<file path="config.mk">
export PLATFORM = sky130hd
export DESIGN_NAME = setn_release_sequencer_flat
export DESIGN_NICKNAME = d
export VERILOG_FILES = /design/src/rtl/setn_release_sequencer_if.sv /design/src/rtl/setn_release_sequencer.sv /design/src/flat_wrapper.sv
export SDC_FILE = /design/constraint.sdc
export NUM_CORES = 1
export LEC_CHECK = 0
export BUFFER_PORTS_ARGS = -buffer_cell sky130_fd_sc_hd__buf_2
export CORE_ASPECT_RATIO = 0.8
export CORE_UTILIZATION = 40
export DETAILED_ROUTE_END_ITERATION = 16
export GPL_TIMING_DRIVEN = 0
export SYNTH_ARGS = -nofsm -noshare
export SYNTH_HDL_FRONTEND = slang
export SYNTH_SLANG_ARGS = --single-unit
</file>
<file path="constraint.sdc">
create_clock -name clk -period 2.05 [get_ports clk]
set_input_delay 0.205 -clock clk [delete_from_list [all_inputs] [get_ports clk]]
set_output_delay 0.205 -clock clk [all_outputs]
set_load 0.05 [all_outputs]
</file>
<file path="src/rtl/setn_release_sequencer_if.sv">
// Handshake and SETN bundle between the set sequencer and its requester / flop banks.
interface setn_release_sequencer_if #(parameter int NBANK = 4);
  logic             req;
  logic             ack;
  logic             busy;
  logic             done;
  logic [NBANK-1:0] setn;

  modport master (output req, input ack, busy, done, setn);
  modport slave  (input req, output ack, busy, done, setn);
endinterface

</file>
<file path="src/rtl/setn_release_sequencer.sv">
// Active-low SETN generator: asynchronous set, synchronous bank-ordered release,
// re-runnable through a four-phase REQ/ACK handshake.
module setn_release_sequencer #(
  parameter int NBANK       = 4,
  parameter int HOLD_CYC    = 8,
  parameter int GAP_CYC     = 4,
  parameter int SYNC_STAGES = 2
) (
  input logic                     clk,
  input logic                     rst,
  setn_release_sequencer_if.slave bus
);
  localparam int MAXC = (HOLD_CYC > GAP_CYC) ? HOLD_CYC : GAP_CYC;
  localparam int CW   = $clog2(MAXC + 1);
  localparam int IW   = (NBANK > 1) ? $clog2(NBANK) : 1;
  localparam logic [CW-1:0] HOLD_LD = CW'(HOLD_CYC - 1);
  localparam logic [CW-1:0] GAP_LD  = CW'(GAP_CYC - 1);
  localparam logic [IW-1:0] LAST    = IW'(NBANK - 1);

  typedef enum logic [1:0] {SYNC, HOLD, REL, IDLE} state_t;

  state_t                 state, state_d;
  logic [SYNC_STAGES-1:0] sync_pipe;
  logic [CW-1:0]          cnt, cnt_d;
  logic [IW-1:0]          idx, idx_d;
  logic [NBANK-1:0]       setn, setn_d;
  logic                   busy, busy_d, done, done_d, ack, ack_d, by_req, by_req_d;

  always_ff @(posedge clk or posedge rst) begin
    if (rst) begin
      sync_pipe <= '1;
      state     <= SYNC;
      cnt       <= '0;
      idx       <= '0;
      setn      <= '0;
      busy      <= 1'b1;
      done      <= 1'b0;
      ack       <= 1'b0;
      by_req    <= 1'b0;
    end else begin
      sync_pipe <= {sync_pipe[SYNC_STAGES-2:0], 1'b0};
      state     <= state_d;
      cnt       <= cnt_d;
      idx       <= idx_d;
      setn      <= setn_d;
      busy      <= busy_d;
      done      <= done_d;
      ack       <= ack_d;
      by_req    <= by_req_d;
    end
  end

  always_comb begin
    state_d  = state;
    cnt_d    = cnt;
    idx_d    = idx;
    setn_d   = setn;
    busy_d   = busy;
    done_d   = done;
    ack_d    = ack;
    by_req_d = by_req;
    case (state)
      // Leave on the edge where the last sync flop clears, so HOLD starts with the internal release.
      SYNC: if (sync_pipe[SYNC_STAGES-1 -: 2] == 2'b10) begin
        state_d = HOLD;
        cnt_d   = HOLD_LD;
      end
      HOLD: begin
        if (cnt != '0) cnt_d = cnt - 1'b1;
        else begin
          setn_d[0] = 1'b1;
          if (NBANK == 1) begin
            state_d = IDLE;
            busy_d  = 1'b0;
            done_d  = 1'b1;
            ack_d   = by_req;
          end else begin
            state_d = REL;
            cnt_d   = GAP_LD;
            idx_d   = IW'(1);
          end
        end
      end
      REL: begin
        if (cnt != '0) cnt_d = cnt - 1'b1;
        else begin
          setn_d[idx] = 1'b1;
          cnt_d       = GAP_LD;
          if (idx == LAST) begin
            state_d = IDLE;
            busy_d  = 1'b0;
            done_d  = 1'b1;
            ack_d   = by_req;
          end else idx_d = idx + 1'b1;
        end
      end
      IDLE: begin
        if (ack && !bus.req) ack_d = 1'b0;
        else if (bus.req && !ack) begin
          state_d  = HOLD;
          cnt_d    = HOLD_LD;
          setn_d   = '0;
          busy_d   = 1'b1;
          done_d   = 1'b0;
          by_req_d = 1'b1;
        end
      end
      default: state_d = SYNC;
    endcase
  end

  assign bus.setn = setn;
  assign bus.busy = busy;
  assign bus.done = done;
  assign bus.ack  = ack;
endmodule

</file>
<file path="src/flat_wrapper.sv">
// flat-port wrapper written by rule: the top's interface ports become plain ports
module setn_release_sequencer_flat 
#(
  parameter int NBANK       = 4,
  parameter int HOLD_CYC    = 8,
  parameter int GAP_CYC     = 4,
  parameter int SYNC_STAGES = 2
)
  (clk, rst, bus_req, bus_ack, bus_busy, bus_done, bus_setn);
  setn_release_sequencer_if #(.NBANK(NBANK)) bus_i ();
  input logic clk;
  input logic rst;
  input wire logic [$bits(bus_i.req)-1:0] bus_req;
  output wire logic [$bits(bus_i.ack)-1:0] bus_ack;
  output wire logic [$bits(bus_i.busy)-1:0] bus_busy;
  output wire logic [$bits(bus_i.done)-1:0] bus_done;
  output wire logic [$bits(bus_i.setn)-1:0] bus_setn;
  assign bus_i.req = bus_req;
  assign bus_ack = bus_i.ack;
  assign bus_busy = bus_i.busy;
  assign bus_done = bus_i.done;
  assign bus_setn = bus_i.setn;
  setn_release_sequencer #(.NBANK(NBANK), .HOLD_CYC(HOLD_CYC), .GAP_CYC(GAP_CYC), .SYNC_STAGES(SYNC_STAGES)) u_core (.clk(clk), .rst(rst), .bus(bus_i));
endmodule
</file>
### After elaboration in Yosys (flattened, before gate mapping)

Cells that the tools add are included.
W data, S select, Z words.

| operators by class | value |
|---|---|
| bitwise operators | 2 |
| magnitude comparators | 2 |
| equal/unequal tests | 13 |
| mux-type cells | 38 |
| add/subtract/negate cells | 2 |
| reduce and logical (&&, ||, !) cells | 19 |

Operators with widths:

| kind | number |
|---|---|
| $mux W4 | 7 |
| $mux W2 | 9 |
| $mux W1 | 13 |
| $pmux W4 S3 | 1 |
| $reduce_and A4 Y1 | 3 |
| $reduce_and A5 Y1 | 2 |
| $eq A2 B2 Y1 const B | 4 |
| $ne A2 B1 Y1 const B | 4 |
| $ne A2 B2 Y1 const B | 4 |
| $pmux W2 S4 | 1 |
| $pmux W1 S2 | 3 |
| $pmux W3 S2 | 1 |
| $reduce_and A3 Y1 | 2 |
| $reduce_and A6 Y1 | 1 |
| $or A4 B4 Y4 | 1 |
| $pmux W2 S2 | 1 |
| $reduce_bool A2 Y1 | 2 |
| $reduce_bool A4 Y1 | 1 |
| $sub A4 B1 Y4 const B | 1 |
| $logic_and A1 B1 Y1 | 3 |
| $lt A2 B3 Y1 const B | 1 |
| $pmux W1 S3 | 1 |
| $reduce_bool A3 Y1 | 1 |
| $add A2 B1 Y2 const B | 1 |
| other kinds (7) | 8 |

| storage, ports and cells | value |
|---|---|
| bits of input ports | 3 |
| word-level logic and storage cells | 86 |
| output and inout port bits | 7 |
| register bits after elaboration | 18 |

### Depth between registers and ports, before layout

| depth | value |
|---|---|
| word-level depth | 7 |
| depth in mapped cells | 6 |

### Least setup slack after synthesis

OpenSTA, ideal clock, no wires.

| timing | value |
|---|---|
| path type | register -> register |
| from | reg u_core.cnt[0] |
| to | reg u_core.state[0] |
| path slack | 0.486 ns |
| setup time | 0.129 ns |
| data arrival time | 1.435 ns |
| required time | 1.921 ns |
| stages on the path, launching flop included | 7 |
| path through | dfrtp_1 > inv_1 > ha_1 > or3b_4 > o21ai_2 > o2111ai_2 > mux2i_1 |

| on the way | value |
|---|---|
| word-level cells in the longest chain between the ends | 3 |
| elaborated cells on any way between the ends | 4 |
| those cells by class | eq/ne: 2; reduce/logical: 2 |

Ends and longest elaborated chain:

| what | RTL line | source |
|---|---|---|
| start, declared | setn_release_sequencer.sv:24 | `logic [CW-1:0] cnt, cnt_d;` |
| start signal, assigned | setn_release_sequencer.sv:43 | `cnt <= cnt_d;` |
| $reduce_bool A4 Y1 * | setn_release_sequencer.sv:69, setn_release_sequencer.sv:85 |  |
| $ne A2 B2 Y1 (no source line) | n/a |  |
| $reduce_and A6 Y1 (no source line) * | n/a |  |
| end signal, assigned | setn_release_sequencer.sv:42 | `state <= state_d;` |
| end, declared | setn_release_sequencer.sv:22 | `state_t state, state_d;` |

Mark *: on every way between the ends. The rest lies on a longest branch, timed or not.
A chain may end at the register's enable or synchronous reset.

### Worst setup path in the final report

| timing | value |
|---|---|
| from | reg u_core.cnt[0] |
| to | reg u_core.setn[0], in the netlist u_core.bus.setn[0] |

| on the way | value |
|---|---|
| word-level cells in the longest chain between the ends | 3 |
| elaborated cells on any way between the ends | 4 |
| those cells by class | eq/ne: 2; reduce/logical: 2 |

Ends and longest elaborated chain:

| what | RTL line | source |
|---|---|---|
| $reduce_bool A4 Y1 * | setn_release_sequencer.sv:69, setn_release_sequencer.sv:85 |  |
| $ne A2 B2 Y1 (no source line) | n/a |  |
| $reduce_and A5 Y1 (no source line) * | n/a |  |
| end signal, assigned | setn_release_sequencer.sv:45 | `setn <= setn_d;` |
| end, declared | setn_release_sequencer.sv:26 | `logic [NBANK-1:0] setn, setn_d;` |

Marked as above.

==> qor.csv <==
stage;metric;value;unit
pwr;p_sw;770;uW
pwr;pwr-share-seq;32.5;%
sta;period_share;87.3;%
synth;ys_seq_elements;18;
floorplan;core;2500;um^2
floorplan;io_pins;10;
global_routing;antenna_found_initial;0;
sta;max_freq;559;MHz
synth;syn_nets;122;
sta;finalWorstPathRequiredPeriod;1.79;ns
detailed_routing;via_per_inst;5.20;
synth;synth_seq_area_share;42.1;%
synth;synth_edf_count;0;
sta;hold_viol_final;12;
floorplan;dieWidth;60.1;um
floorplan;row_count;16;
detailed_routing;wirelength;2030;um
pwr;ir_drop;0.000755;V
cts;cts-resized-gates;0;
cts;root_buffer;clkbuf_4;
pwr;swShare;47.5;%
cts;clk_pin_slew;0.10;ns
cts;clk_latency;0.29;ns
detailed_routing;drtIter0Drc;52;
worst_setup_path;cp.required;2.23;ns
worst_setup_path;cpPeakStageDelay;0.42;ns
worst_setup_path;r2r_end;u_core.bus.setn[0];
finish;drive_gt1_share;18.3;%
cts;clock_sinks;18;
global_routing;grt_max_degree;19;
sta;slew_headroom;55.7;%
worst_hold_path;min_path_type;input port to async pin;
cts;cts_buffer_depth;2;
pwr;combPwrFrac;56.4;%
global_routing;grt_use_total;15.5;%
synth;yosys_warnings;0;
sta;skew;0.00386;ns
cts;cts_max_level;1;
worst_setup_path;crit_path_start_kind;register;
sta;setup_viol;0;
synth;synth_top_area_share;34.8;%
detailed_routing;drcViolationCount;0;
placed_design;place_inst;152;
worst_setup_path;slowest_stage;nor3b_2;
synth;syn-cell-area;1080;um^2
pwr;p_leak;0.576;nW
floorplan;fp.dieArea;2910;um^2
worst_setup_path;r2r_cells;5;
finish;stdcell_count;156;
worst_setup_path;arrival;1.97;ns
detailed_routing;num_vias;811;
run_status;violations;hold timing;
synth;yosysTopAreaCell;dfrtp_1;
worst_setup_path;path_max_fanout;6;
cts;tritoncts;done;
synth;ys.flop_type;dfrtp_1;
sta;worst_pin_slew;0.663;ns
finish;fin_nets;136;
sta;whs;-0.00499;ns
synth;synth_area_leaders;dfrtp_1 (35%), ha_1 (14%), dfstp_2 (7.3%);
finish;diodes;0;
worst_setup_path;ff2ff_setup_slack;0.26;ns
cts;post_cts_buffers;0;
cts;numCtsBuffers;3;
global_routing;grt_pass1_vias;751;
sta;drv_slew;0;
placed_design;port_buffers;9;
finish;layout_common_cells;dfrtp_1 (15), inv_1 (14), ha_1 (12), buf_2 (10), nor2_1 (9);
synth;synth-async-reset-ratio;100;%
sta;fin_setup_tns;0;ns
synth;syn_avg_cell_area;10.1;um^2
floorplan;start_util;43.2;%
global_routing;grt_pass1_wl;3390;um
placed_design;globalplace.congestion;0.794;
pwr;p_per_area;1360;nW/um^2
floorplan;die_y;48.5;um
pwr;p_clk_share;11.1;%
pwr;internal-power;852;uW
synth;syn_inst;107;
finish;final_common_cell;dfrtp_1;
detailed_routing;dr.pass1.iters;5;
synth;ys_types;37;
run;cap_violations;0;
worst_setup_path;crit_path_cell_trace;inv_1 -> ha_1 -> nor3b_2 -> o22ai_1 -> o32a_1;
detailed_routing;detail-route-antenna-nets;0;
run_status;outcome;finished, violations left;
worst_setup_path;endpoint_kind;register;
placed_design;hpwl;1540;um
detailed_routing;wire_per_inst;13.0;um
sta;rsz0062_at_grt;no;
global_routing;grt_overflow;0;
worst_setup_path;timing.rr.start;u_core.cnt[0];
worst_setup_path;critical_path_class;register to register;
cts;ctsHoldBuffers;0;
finish;area_growth;10.8;%
==> registers in the layout (all words and copies together), names as in the netlist <==
register / flops
u_core.state: 2
u_core.idx: 2
u_core.bus.done: 1
u_core.by_req: 1
u_core.bus.busy: 1
u_core.bus.ack: 1
u_core.sync_pipe: 2
u_core.bus.setn: 4
u_core.cnt: 4
==> logic make-up after synthesis <==
kind of cell,Yosys count,synth area share [%]
other cells,1,0.347
fa+ha+maj,12,13.9
compound gates,29,20.4
flops,18,42.1
buf+inv,16,5.68
mux,4,3.82
simple gates,27,13.8
==> power groups by stage <==
stage | registers [mW] | logic, mW | clock network, mW
3_3_place_gp | 0.527 | 0.906 | 0
2_1_floorplan | 0.646 | 0.606 | 0
6_report | 0.527 | 0.915 | 0.179
5_1_grt | 0.540 | 1.02 | 0.205
4_1_cts | 0.528 | 0.919 | 0.193
3_5_place_dp | 0.534 | 0.915 | 0
==> area by class of cell <==
class / count / area [um^2]
plain buffers: 1 / 5.00
clock buffers: 4 / 26.3
fillers: 239 / 1310
inverters: 15 / 56.3
multi-input cells: 73 / 564
flip-flops and latches: 18 / 454
well taps: 36 / 45.0
repair buffers: 9 / 45.0
==> Yosys cell counts, types with 2 or more instances <==
cell type	number
nor2b_1	2
nor2_1	9
a41oi_1	3
dfrtp_1	15
o22ai_1	2
mux2i_1	3
a21oi_1	4
inv_1	14
o21ai_1	2
o2bb2ai_1	4
a31oi_1	5
nand2_1	6
dfstp_2	3
ha_1	12
==> critical path: cells and delay by family, from the launching register on <==
| family | cells | cell delay [ns] |
|---|---|---|
| AOI/OAI and AO/OA | 2 | 0.52 |
| and+or+nand+nor | 1 | 0.42 |
| buffers and inverters | 1 | 0.10 |
| DFF | 1 | 0.41 |
| adders and majority gates | 1 | 0.24 |
==> through the flow <==
stage / hold WS, ns / total power, mW / util, % / instance area (um^2) / setup WS (ns)
3_3_place_gp: 0.340 / 1.43 / 46.8 / 1170 / 0.284
4_1_cts: 0.0181 / 1.64 / 47.8 / 1200 / 0.274
2_1_floorplan: 0.141 / 1.25 / - / 1080 / 0.486
5_1_grt: 0.0584 / 1.76 / 47.8 / 1200 / 0.152
3_5_place_dp: 0.349 / 1.45 / 46.8 / 1170 / 0.303
6_report: -0.00499 / 1.62 / 47.8 / 1200 / 0.261
==> how the worst max path moves through the flow <==
stage                  startpoint                  to  slack [ns]  depth (start not counted)
CTS                 u_core.cnt[0]  u_core.bus.setn[0]        0.27                          5
global route        u_core.cnt[0]  u_core.bus.setn[0]        0.15                          5
floorplan           u_core.cnt[0]     u_core.state[0]        0.49                          6
finish              u_core.cnt[0]  u_core.bus.setn[0]        0.26                          5
global placement    u_core.cnt[0]  u_core.bus.setn[0]        0.28                          5
detailed placement  u_core.cnt[0]  u_core.bus.setn[0]        0.30                          5
==> metal layers <==
layer / vias to the layer above / track usage [%] / part of all wire, %
li1: 408 / - / -
met1: 380 / 21.6 / 52
met2: 21 / 23.3 / 43
met3: 2 / 4.81 / 3.9
met4: 0 / 3.49 / 0.79
met5: - / 0 / 0
Power figures use the tool's default switching activity.
